### src/rtl/alu_pkg.sv
// alu_pkg: opcode and FSM state encodings shared by the ALU/mul-div block
package alu_pkg;
   typedef enum logic [3:0] {
      OP_ADD   = 4'd0,
      OP_SUB   = 4'd1,
      OP_AND   = 4'd2,
      OP_OR    = 4'd3,
      OP_XOR   = 4'd4,
      OP_SLT   = 4'd5,
      OP_SLL   = 4'd6,
      OP_SRL   = 4'd7,
      OP_SRA   = 4'd8,
      OP_SLTU  = 4'd9,
      OP_PASSB = 4'd10,
      OP_MUL   = 4'd11,
      OP_MULHU = 4'd12,
      OP_DIVU  = 4'd13,
      OP_REMU  = 4'd14,
      OP_ALTB  = 4'd15
   } alu_op_e;
   typedef enum logic [1:0] {
      S_IDLE = 2'd0,
      S_MUL  = 2'd1,
      S_DIV  = 2'd2,
      S_DONE = 2'd3
   } state_e;
   localparam logic [3:0] SINGLE_CYCLE_MAX = 4'd10;
endpackage

### src/rtl/muldiv_iter.sv
// muldiv_iter: one-bit-per-cycle shift-add multiplier and restoring divider
module muldiv_iter
   import alu_pkg::*;
#(
   parameter int WIDTH = 32
) (
   input  logic             clk,
   input  logic             rst,
   input  logic             flush,
   input  logic             start,
   input  logic             is_div,
   input  logic [WIDTH-1:0] a,
   input  logic [WIDTH-1:0] b,
   output logic             done,
   output logic [WIDTH-1:0] hi,
   output logic [WIDTH-1:0] lo
);
   localparam int CW = $clog2(WIDTH);
   logic [WIDTH-1:0] acc_q, acc_d, q_q, q_d, b_q, b_d, diff;
   logic [CW-1:0]    cnt_q, cnt_d;
   logic             busy_q, busy_d, div_q, div_d, ge;
   logic [WIDTH:0]   sum, rem;
   assign done = busy_q && cnt_q == CW'(WIDTH - 1);
   assign hi   = acc_d;
   assign lo   = q_d;
   // acc:q is the product pair for multiply and remainder:quotient for divide; a zero divisor naturally yields all-ones / dividend
   always_comb begin
      sum    = {1'b0, acc_q} + (q_q[0] ? {1'b0, b_q} : '0);
      rem    = {acc_q, q_q[WIDTH-1]};
      ge     = rem >= {1'b0, b_q};
      diff   = rem[WIDTH-1:0] - b_q;
      acc_d  = acc_q;
      q_d    = q_q;
      b_d    = b_q;
      cnt_d  = cnt_q;
      busy_d = busy_q;
      div_d  = div_q;
      if (start) begin
         acc_d  = '0;
         q_d    = a;
         b_d    = b;
         cnt_d  = '0;
         busy_d = 1'b1;
         div_d  = is_div;
      end else if (busy_q) begin
         acc_d  = div_q ? (ge ? diff : rem[WIDTH-1:0]) : sum[WIDTH:1];
         q_d    = div_q ? {q_q[WIDTH-2:0], ge} : {sum[0], q_q[WIDTH-1:1]};
         cnt_d  = cnt_q + 1'b1;
         busy_d = !done;
      end
      if (flush) busy_d = 1'b0;
   end
   // iteration state registers
   always_ff @(posedge clk) begin
      if (rst) begin
         acc_q  <= '0;
         q_q    <= '0;
         b_q    <= '0;
         cnt_q  <= '0;
         busy_q <= 1'b0;
         div_q  <= 1'b0;
      end else begin
         acc_q  <= acc_d;
         q_q    <= q_d;
         b_q    <= b_d;
         cnt_q  <= cnt_d;
         busy_q <= busy_d;
         div_q  <= div_d;
      end
   end
endmodule

### src/rtl/alu_muldiv.sv
// alu_muldiv: single-cycle ALU with iterative multiply/divide and a registered result
module alu_muldiv
   import alu_pkg::*;
#(
   parameter int WIDTH = 32
) (
   input  logic             clk,
   input  logic             rst,
   input  logic             in_valid,
   output logic             in_ready,
   input  logic [WIDTH-1:0] SrcAE,
   input  logic [WIDTH-1:0] SrcBE,
   input  logic [3:0]       ALUControlE,
   input  logic             flush,
   output logic [WIDTH-1:0] ResultE,
   output logic             out_valid,
   output logic             StallE,
   output logic             ZeroE,
   output logic             LtE
);
   localparam int SW = $clog2(WIDTH);
   state_e           state_q, state_d;
   alu_op_e          op, op_q, op_d;
   logic [WIDTH-1:0] result_q, result_d, alu_y, md_hi, md_lo, md_y;
   logic             out_valid_q, out_valid_d, accept, single, is_mul, start, md_done;
   logic [SW-1:0]    sh;
   assign op        = alu_op_e'(ALUControlE);
   assign sh        = SrcBE[SW-1:0];
   assign in_ready  = state_q == S_IDLE;
   assign StallE    = state_q == S_MUL || state_q == S_DIV;
   assign ZeroE     = SrcAE == SrcBE;
   assign LtE       = $signed(SrcAE) < $signed(SrcBE);
   assign ResultE   = result_q;
   assign out_valid = out_valid_q;
   assign accept    = in_valid && in_ready;
   assign single    = op <= SINGLE_CYCLE_MAX || op == OP_ALTB;
   assign is_mul    = op == OP_MUL || op == OP_MULHU;
   assign start     = accept && !single && !flush;
   assign md_y      = (op_q == OP_MUL || op_q == OP_DIVU) ? md_lo : md_hi;
   muldiv_iter #(.WIDTH(WIDTH)) u_iter (
      .clk    (clk),
      .rst    (rst),
      .flush  (flush),
      .start  (start),
      .is_div (!is_mul),
      .a      (SrcAE),
      .b      (SrcBE),
      .done   (md_done),
      .hi     (md_hi),
      .lo     (md_lo)
   );
   // single-cycle ALU operations; the reserved opcode falls through to PASSB
   always_comb begin
      alu_y = SrcBE;
      case (op)
         OP_ADD:  alu_y = SrcAE + SrcBE;
         OP_SUB:  alu_y = SrcAE - SrcBE;
         OP_AND:  alu_y = SrcAE & SrcBE;
         OP_OR:   alu_y = SrcAE | SrcBE;
         OP_XOR:  alu_y = SrcAE ^ SrcBE;
         OP_SLT:  alu_y = {{(WIDTH-1){1'b0}}, $signed(SrcAE) < $signed(SrcBE)};
         OP_SLL:  alu_y = SrcAE << sh;
         OP_SRL:  alu_y = SrcAE >> sh;
         OP_SRA:  alu_y = $signed(SrcAE) >>> sh;
         OP_SLTU: alu_y = {{(WIDTH-1){1'b0}}, SrcAE < SrcBE};
         default: alu_y = SrcBE;
      endcase
   end
   // control FSM, result capture and completion pulse; flush aborts and blocks accept
   always_comb begin
      state_d = state_q;
      case (state_q)
         S_IDLE:       state_d = start ? (is_mul ? S_MUL : S_DIV) : S_IDLE;
         S_MUL, S_DIV: state_d = md_done ? S_DONE : state_q;
         default:      state_d = S_IDLE;
      endcase
      if (flush) state_d = S_IDLE;
      op_d        = start ? op : op_q;
      out_valid_d = !flush && ((accept && single) || md_done);
      result_d    = flush ? result_q : (accept && single) ? alu_y : md_done ? md_y : result_q;
   end
   // state and output registers
   always_ff @(posedge clk) begin
      if (rst) begin
         state_q     <= S_IDLE;
         op_q        <= OP_ADD;
         result_q    <= '0;
         out_valid_q <= 1'b0;
      end else begin
         state_q     <= state_d;
         op_q        <= op_d;
         result_q    <= result_d;
         out_valid_q <= out_valid_d;
      end
   end
endmodule

### config.mk
export PLATFORM = sky130hd
export DESIGN_NAME = alu_muldiv
export DESIGN_NICKNAME = d
export VERILOG_FILES = /design/src/rtl/alu_pkg.sv /design/src/rtl/muldiv_iter.sv /design/src/rtl/alu_muldiv.sv
export SDC_FILE = /design/constraint.sdc
export NUM_CORES = 1
export LEC_CHECK = 0
export ABC_AREA = 1
export CELL_PAD_IN_SITES_DETAIL_PLACEMENT = 0
export CELL_PAD_IN_SITES_GLOBAL_PLACEMENT = 1
export CORE_AREA = 2 2 187 327
export CTS_CLUSTER_SIZE = 40
export DETAILED_ROUTE_END_ITERATION = 16
export DIE_AREA = 0 0 189 329
export PLACE_DENSITY = 0.88
export SLEW_MARGIN = 15
export SYNTH_ARGS = -nofsm -noshare
export SYNTH_HDL_FRONTEND = slang
export SYNTH_HIERARCHICAL = 1
export SYNTH_SLANG_ARGS = --single-unit
### constraint.sdc
create_clock -name clk -period 3.2 [get_ports clk]
set_input_delay 0.64 -clock clk [delete_from_list [all_inputs] [get_ports clk]]
set_output_delay 0.64 -clock clk [all_outputs]
set_load 0.1 [all_outputs]
Yosys cells after proc, flatten, opt, wreduce, memory -nomap -nowiden:

Index checks and enable logic that the tools add are counted.

* register bits: 142

* bitwise logic cells: 4
* reductions and logical operators: 22
* multiplexer cells: 18
* equality and inequality tests: 19
* shifts and indexed selects: 3
* order comparisons: 4
* add/subtract/negate cells: 5

Operators with widths (number)
* $mux W32: 11
* $pmux W32 S10: 1
* $lt A32 B32 Y1: 2
* $sub A32 B32 Y32: 2
* $add A32 B33 Y33: 1
* $ge A33 B32 Y1: 1
* $add A32 B32 Y32: 1
* $and A32 B32 Y32: 1
* $eq A32 B32 Y1: 1
* $or A32 B32 Y32: 1
* $shl A32 B5 Y32: 1
* $shr A32 B5 Y32: 1
* $sshr A32 B5 Y32: 1
* $xor A32 B32 Y32: 1
* $eq A4 B4 Y1 const B: 7
* $eq A4 B3 Y1 const B: 4
* $eq A4 B2 Y1 const B: 2
* $logic_and A1 B1 Y1: 6
* $mux W2: 3
* $reduce_or A2 Y1: 3
* $add A5 B1 Y5 const B: 1
* $eq A5 B5 Y1 const B: 1
* $logic_or A1 B1 Y1: 5
* $eq A4 B1 Y1 const B: 1
* 12 further kinds: 16

Longest topological paths before layout:

* word-level depth: 9
* gate-level depth with buffers: 25
* gate-level depth less buffers: 23

Hierarchy:

Netlist, hierarchy kept.

By module, submodules not included
* alu_muldiv: area each 12285.5 um2, sequential area each 780.7 um2, cells each 2448, instances 1
* muldiv_iter: area each 10105.9 um2, sequential area each 2062.0 um2, cells each 1804, instances 1

Worst setup path after synthesis:

OpenSTA, ideal clock, no wires.

* path type: input to output
* start: input port SrcBE[4]
* end: output port ZeroE
* cell stages on the path: 9
* setup slack: -0.768 ns
* arrival time: 3.328 ns
* path buffers: 2
* path through: inv_1 -> clkbuf_1 -> clkbuf_1 -> ha_1 -> nor2_1 -> nand2_1 -> inv_1 -> nand4_1 -> nor2_1

* longest elaborated chain between the ends: 1

RTL lines
* from (decl): RTL line alu_muldiv.sv:12 `input logic [WIDTH-1:0] SrcBE,`
* $eq A32 B32 Y1: RTL line alu_muldiv.sv:31 `assign ZeroE = SrcAE == SrcBE;`
* to (decl): RTL line alu_muldiv.sv:18 `output logic ZeroE,`

No other way between the ends.

Worst setup path in the final report:

* start: input port SrcAE[23]
* end: output port LtE

* longest elaborated chain between the ends: 1

RTL lines
* from (decl): RTL line alu_muldiv.sv:11 `input logic [WIDTH-1:0] SrcAE,`
* $lt A32 B32 Y1: RTL line alu_muldiv.sv:32 `assign LtE = $signed(SrcAE) < $signed(SrcBE);`
* to (decl): RTL line alu_muldiv.sv:19 `output logic LtE`

No other way between the ends.

==> key figures <==
Final layout
  • Finished Cell Area: 30,400 um2
  • Number of inserted diodes: 0
  • Footprint of the flip-flops and latches: about 2800 um2
  • Core Util, Final: 0.509
  • Number of standard cells in the layout, taps in and fillers out: 5,675
  • Synth-to-layout area growth: 35.7%
  • Share of cells above drive strength 1: 0.210
  • Fin nets: 5,120
  • Total of fill cells in the finished design: 6,615
  • Multi-input gate area: 17,300 um2

Pwr
  • Cell Pwr Density: 288 nW/um2
  • Combinational cell fraction of total power: 0.555
  • Net Sw Frac: 0.473
  • Internal cell power: 4.62 mW
  • Sequential share of power: 0.218
  • Sw Pwr: approximately 4.1 mW
  • Proportion of power drawn by the clock network: 0.227
  • LEAKAGE: approximately 16 nW
  • Max VDD drop: roughly 300 uV

Clocking
  • CTS tree: yes
  • Clock-pin slew reported for the worst setup and hold paths after clock tree synthesis: 70 ps
  • CTS Buffer Depth: 2
  • Clk_lat worst skew: 460 ps
  • Clock Sink Count: roughly 140
  • Clock tree root buffer cell: clkbuf_16
  • Cts bufs inserted: 17
  • H-tree lvl count: 4

Die
  • DIE AREA: around 62,000 um2
  • Number of rows created at floorplan: around 120
  • Floorplan die height: roughly 330 um
  • Count of boundary I/O pins: 109
  • Chip Width: 189 um
  • Standard cell core area: 59,700 um2
  • Starting density of the core: 0.375

Placement
  • DP Wirelength: 107 mm
  • Placement Setup Slack: -667 ps
  • Instance count after placement with tap cells included: 5,615
  • Routability Congestion: 1.08
  • Post-DP Area: 28,800 um2
  • Buffers on Ports: 108

Timing
  • Highest Clock Rate: 0.317 GHz
  • Count of pins over their slew limit: 0
  • Worst path setup slack after routing: 43.5 ps
  • Shortest period the worst path allows: 3160 ps
  • Final-report hold violation count: 0
  • Worst clock skew: about 14 ps
  • Headroom to the max-slew limit: 0.579
  • Transition time of the tightest slew-check pin: 630 ps
  • Period Utilization, post-route: 0.986
  • Number of endpoints failing setup at the final stage: 0
  • RSZ-0062 raised after global routing: true

Logic synthesis
  • Post-synth top area cell: nand2_1
  • Commonest register cell after synthesis: dfxtp_1
  • Area share of the largest cell type after synthesis: 0.221
  • Library cells used by synthesis: 54
  • Syn_nets: 4,496
  • Share of async-settable or async-resettable flops after synthesis: 0
  • Count of mapped cells out of synthesis: roughly 4,300
  • Leading cell types by count after synthesis: 1,318 x nand2_1, 568 x inv_1, 468 x nand3_1
  • Number of enable-type register cells in the synthesized netlist: 0
  • Most numerous cell in the Yosys netlist: nand2_1
  • Largest cells by area after synthesis: nand2_1 22%, dfxtp_1 13%, nand3_1 10%, inv_1 9.5%, ha_1 9.4%
  • Share of synthesized area occupied by flip-flops and latches: 0.127
  • Average footprint of a synthesized cell: 5.27 um2
  • Yosys reg bits: 142
  • Post-Synthesis Cell Area: between 20,000 and 25,000 um2
  • Yosys warnings: 6

Worst setup path
  • Reg2reg setup slack: 120 ps
  • Crit Path Category: in2out
  • CP endpoint kind: output port
  • Largest fanout of any net on the critical path: 8
  • Beginning of the worst register-to-register path: u_iter/b_q[30]
  • Kind of start point of the critical path: primary input
  • Worst setup path start: SrcAE[23]
  • Data required time at the worst endpoint: 2560 ps
  • CP Data Arrival Time: about 2500 ps

Route
  • Post-detailed-route DRC marker count: 0
  • Antenna-violating nets left: 0
  • First-pass DRT Iterations: 5
  • Detailed Route WL: 128 mm
  • First DRT Iteration DRCs: between 2,000 and 2,500
  • Mean routed wirelength per cell: between 20 and 25 um
  • Via count: 30,600
  • Vias per std cell: roughly 5.4

Flow run
  • Max Cap Violations: 0

Global routing
  • Maximum number of pins on one net before global-route repair: 70
  • Total congestion overflow: 0
  • Number of antenna violations at the first check in global routing: 2
  • First-pass GRT wire length: 183 mm
  • Via count of the first global-routing pass: ~30,000
  • Overall routing resource usage: 0.400

Worst hold path
  • Hold Startpoint: u_iter/cnt_q[4]
  • Hold crit path type: reg2reg

Run status
  • Run status: complete, no violations
==> flip-flops by register name (all words and copies together), names as in the netlist <==
register	cells
state_q	2
op_q	4
ResultE	32
u_iter/q_q	32
u_iter/div_q	1
u_iter/cnt_q	5
out_valid	1
u_iter/busy_q	1
u_iter/b_q	32
u_iter/acc_q	32
==> power by group through the flow <==
stage / Combinational, mW / Sequential (mW) / Clock [mW]
floorplan: 2.25 / 2.13 / 0
global placement: 4.56 / 1.94 / 0
detailed placement: 4.56 / 1.94 / 0
CTS: 4.66 / 1.91 / 2.01
global route: 5.19 / 1.91 / 2.07
finish: 4.86 / 1.91 / 1.99
==> per-layer routing <==
layer  routed length, um  GRT usage  vias to the layer above  share of wire
li1                    -          -                    14900              -
met1               42800      0.383                    14100           0.34
met2               64900      0.742                     1182           0.51
met3                5590     0.0348                      474          0.044
met4               14300      0.384                        2           0.11
met5                  13          0                        -        0.00010
==> worst max-delay path, stage by stage <==
cell and delay (ps):
dlygate4sd2_1 270, inv_1 110, ha_4 290, buf_6 130, o21bai_1 120, a21oi_1 200
nand2_2 100, a21oi_4 170, nand2_2 80, nand2_2 60, and2_4 160, buf_12 170
==> final timing paths <==
path                           to  cells after the start
hold / removal    u_iter/cnt_q[4]                      2
setup / recovery              LtE                     12
setup reg to reg       ResultE[0]                     18
hold reg to reg   u_iter/cnt_q[4]                      2
==> cell families (layout without fill, tap and decap cells) <==
| logic type | Yosys count | in the layout | share of synthesized area |
|---|---|---|---|
| simple gates | 2437 | 2437 | 0.461 |
| compound gates | 703 | 703 | 0.168 |
| flops | 142 | 142 | 0.127 |
| buf+inv | 775 | 1412 | 0.137 |
| fa+ha+maj | 172 | 172 | 0.0975 |
| xor+xnor | 23 | 23 | 0.00900 |
==> cell type report <==
class	count	area share
clock inverters	15	0.00408
clock buffers	17	0.0140
repair buffers	789	0.213
flip-flops and latches	142	0.0937
inverters	591	0.0733
multi-input cells	3335	0.570
well taps	786	0.0324
==> cells in the final DEF (no fill, tap or decap), drive strengths merged, types with 47 or more instances in the layout <==
master / instances
a21oi: 369
nor3: 51
nand4: 47
inv: 596
ha: 168
nand3: 474
nand2: 1326
o21ai: 243
nor2: 457
buf: 724
dfxtp: 142
==> metrics by stage <==
stage                     power, mW  hold WS (ps)  TNS, ps
after global routing           9.18           495     -160
after detailed placement       6.51           453   -10160
after floorplan                4.37           441        0
after CTS                      8.57           470    -85.7
final                          8.76           467        0
after global placement         6.50           447   -10310
==> timing repair <==
item | CTS | global route
setup endpoints to repair | 8 | 36
gates resized for setup | 156 | 170
setup buffers | 19 | 9
cloned | 0 | 0
hold buffers | 0 | 0
pin swaps | 29 | 32
Note: power is estimated with default switching activity, not from simulation.
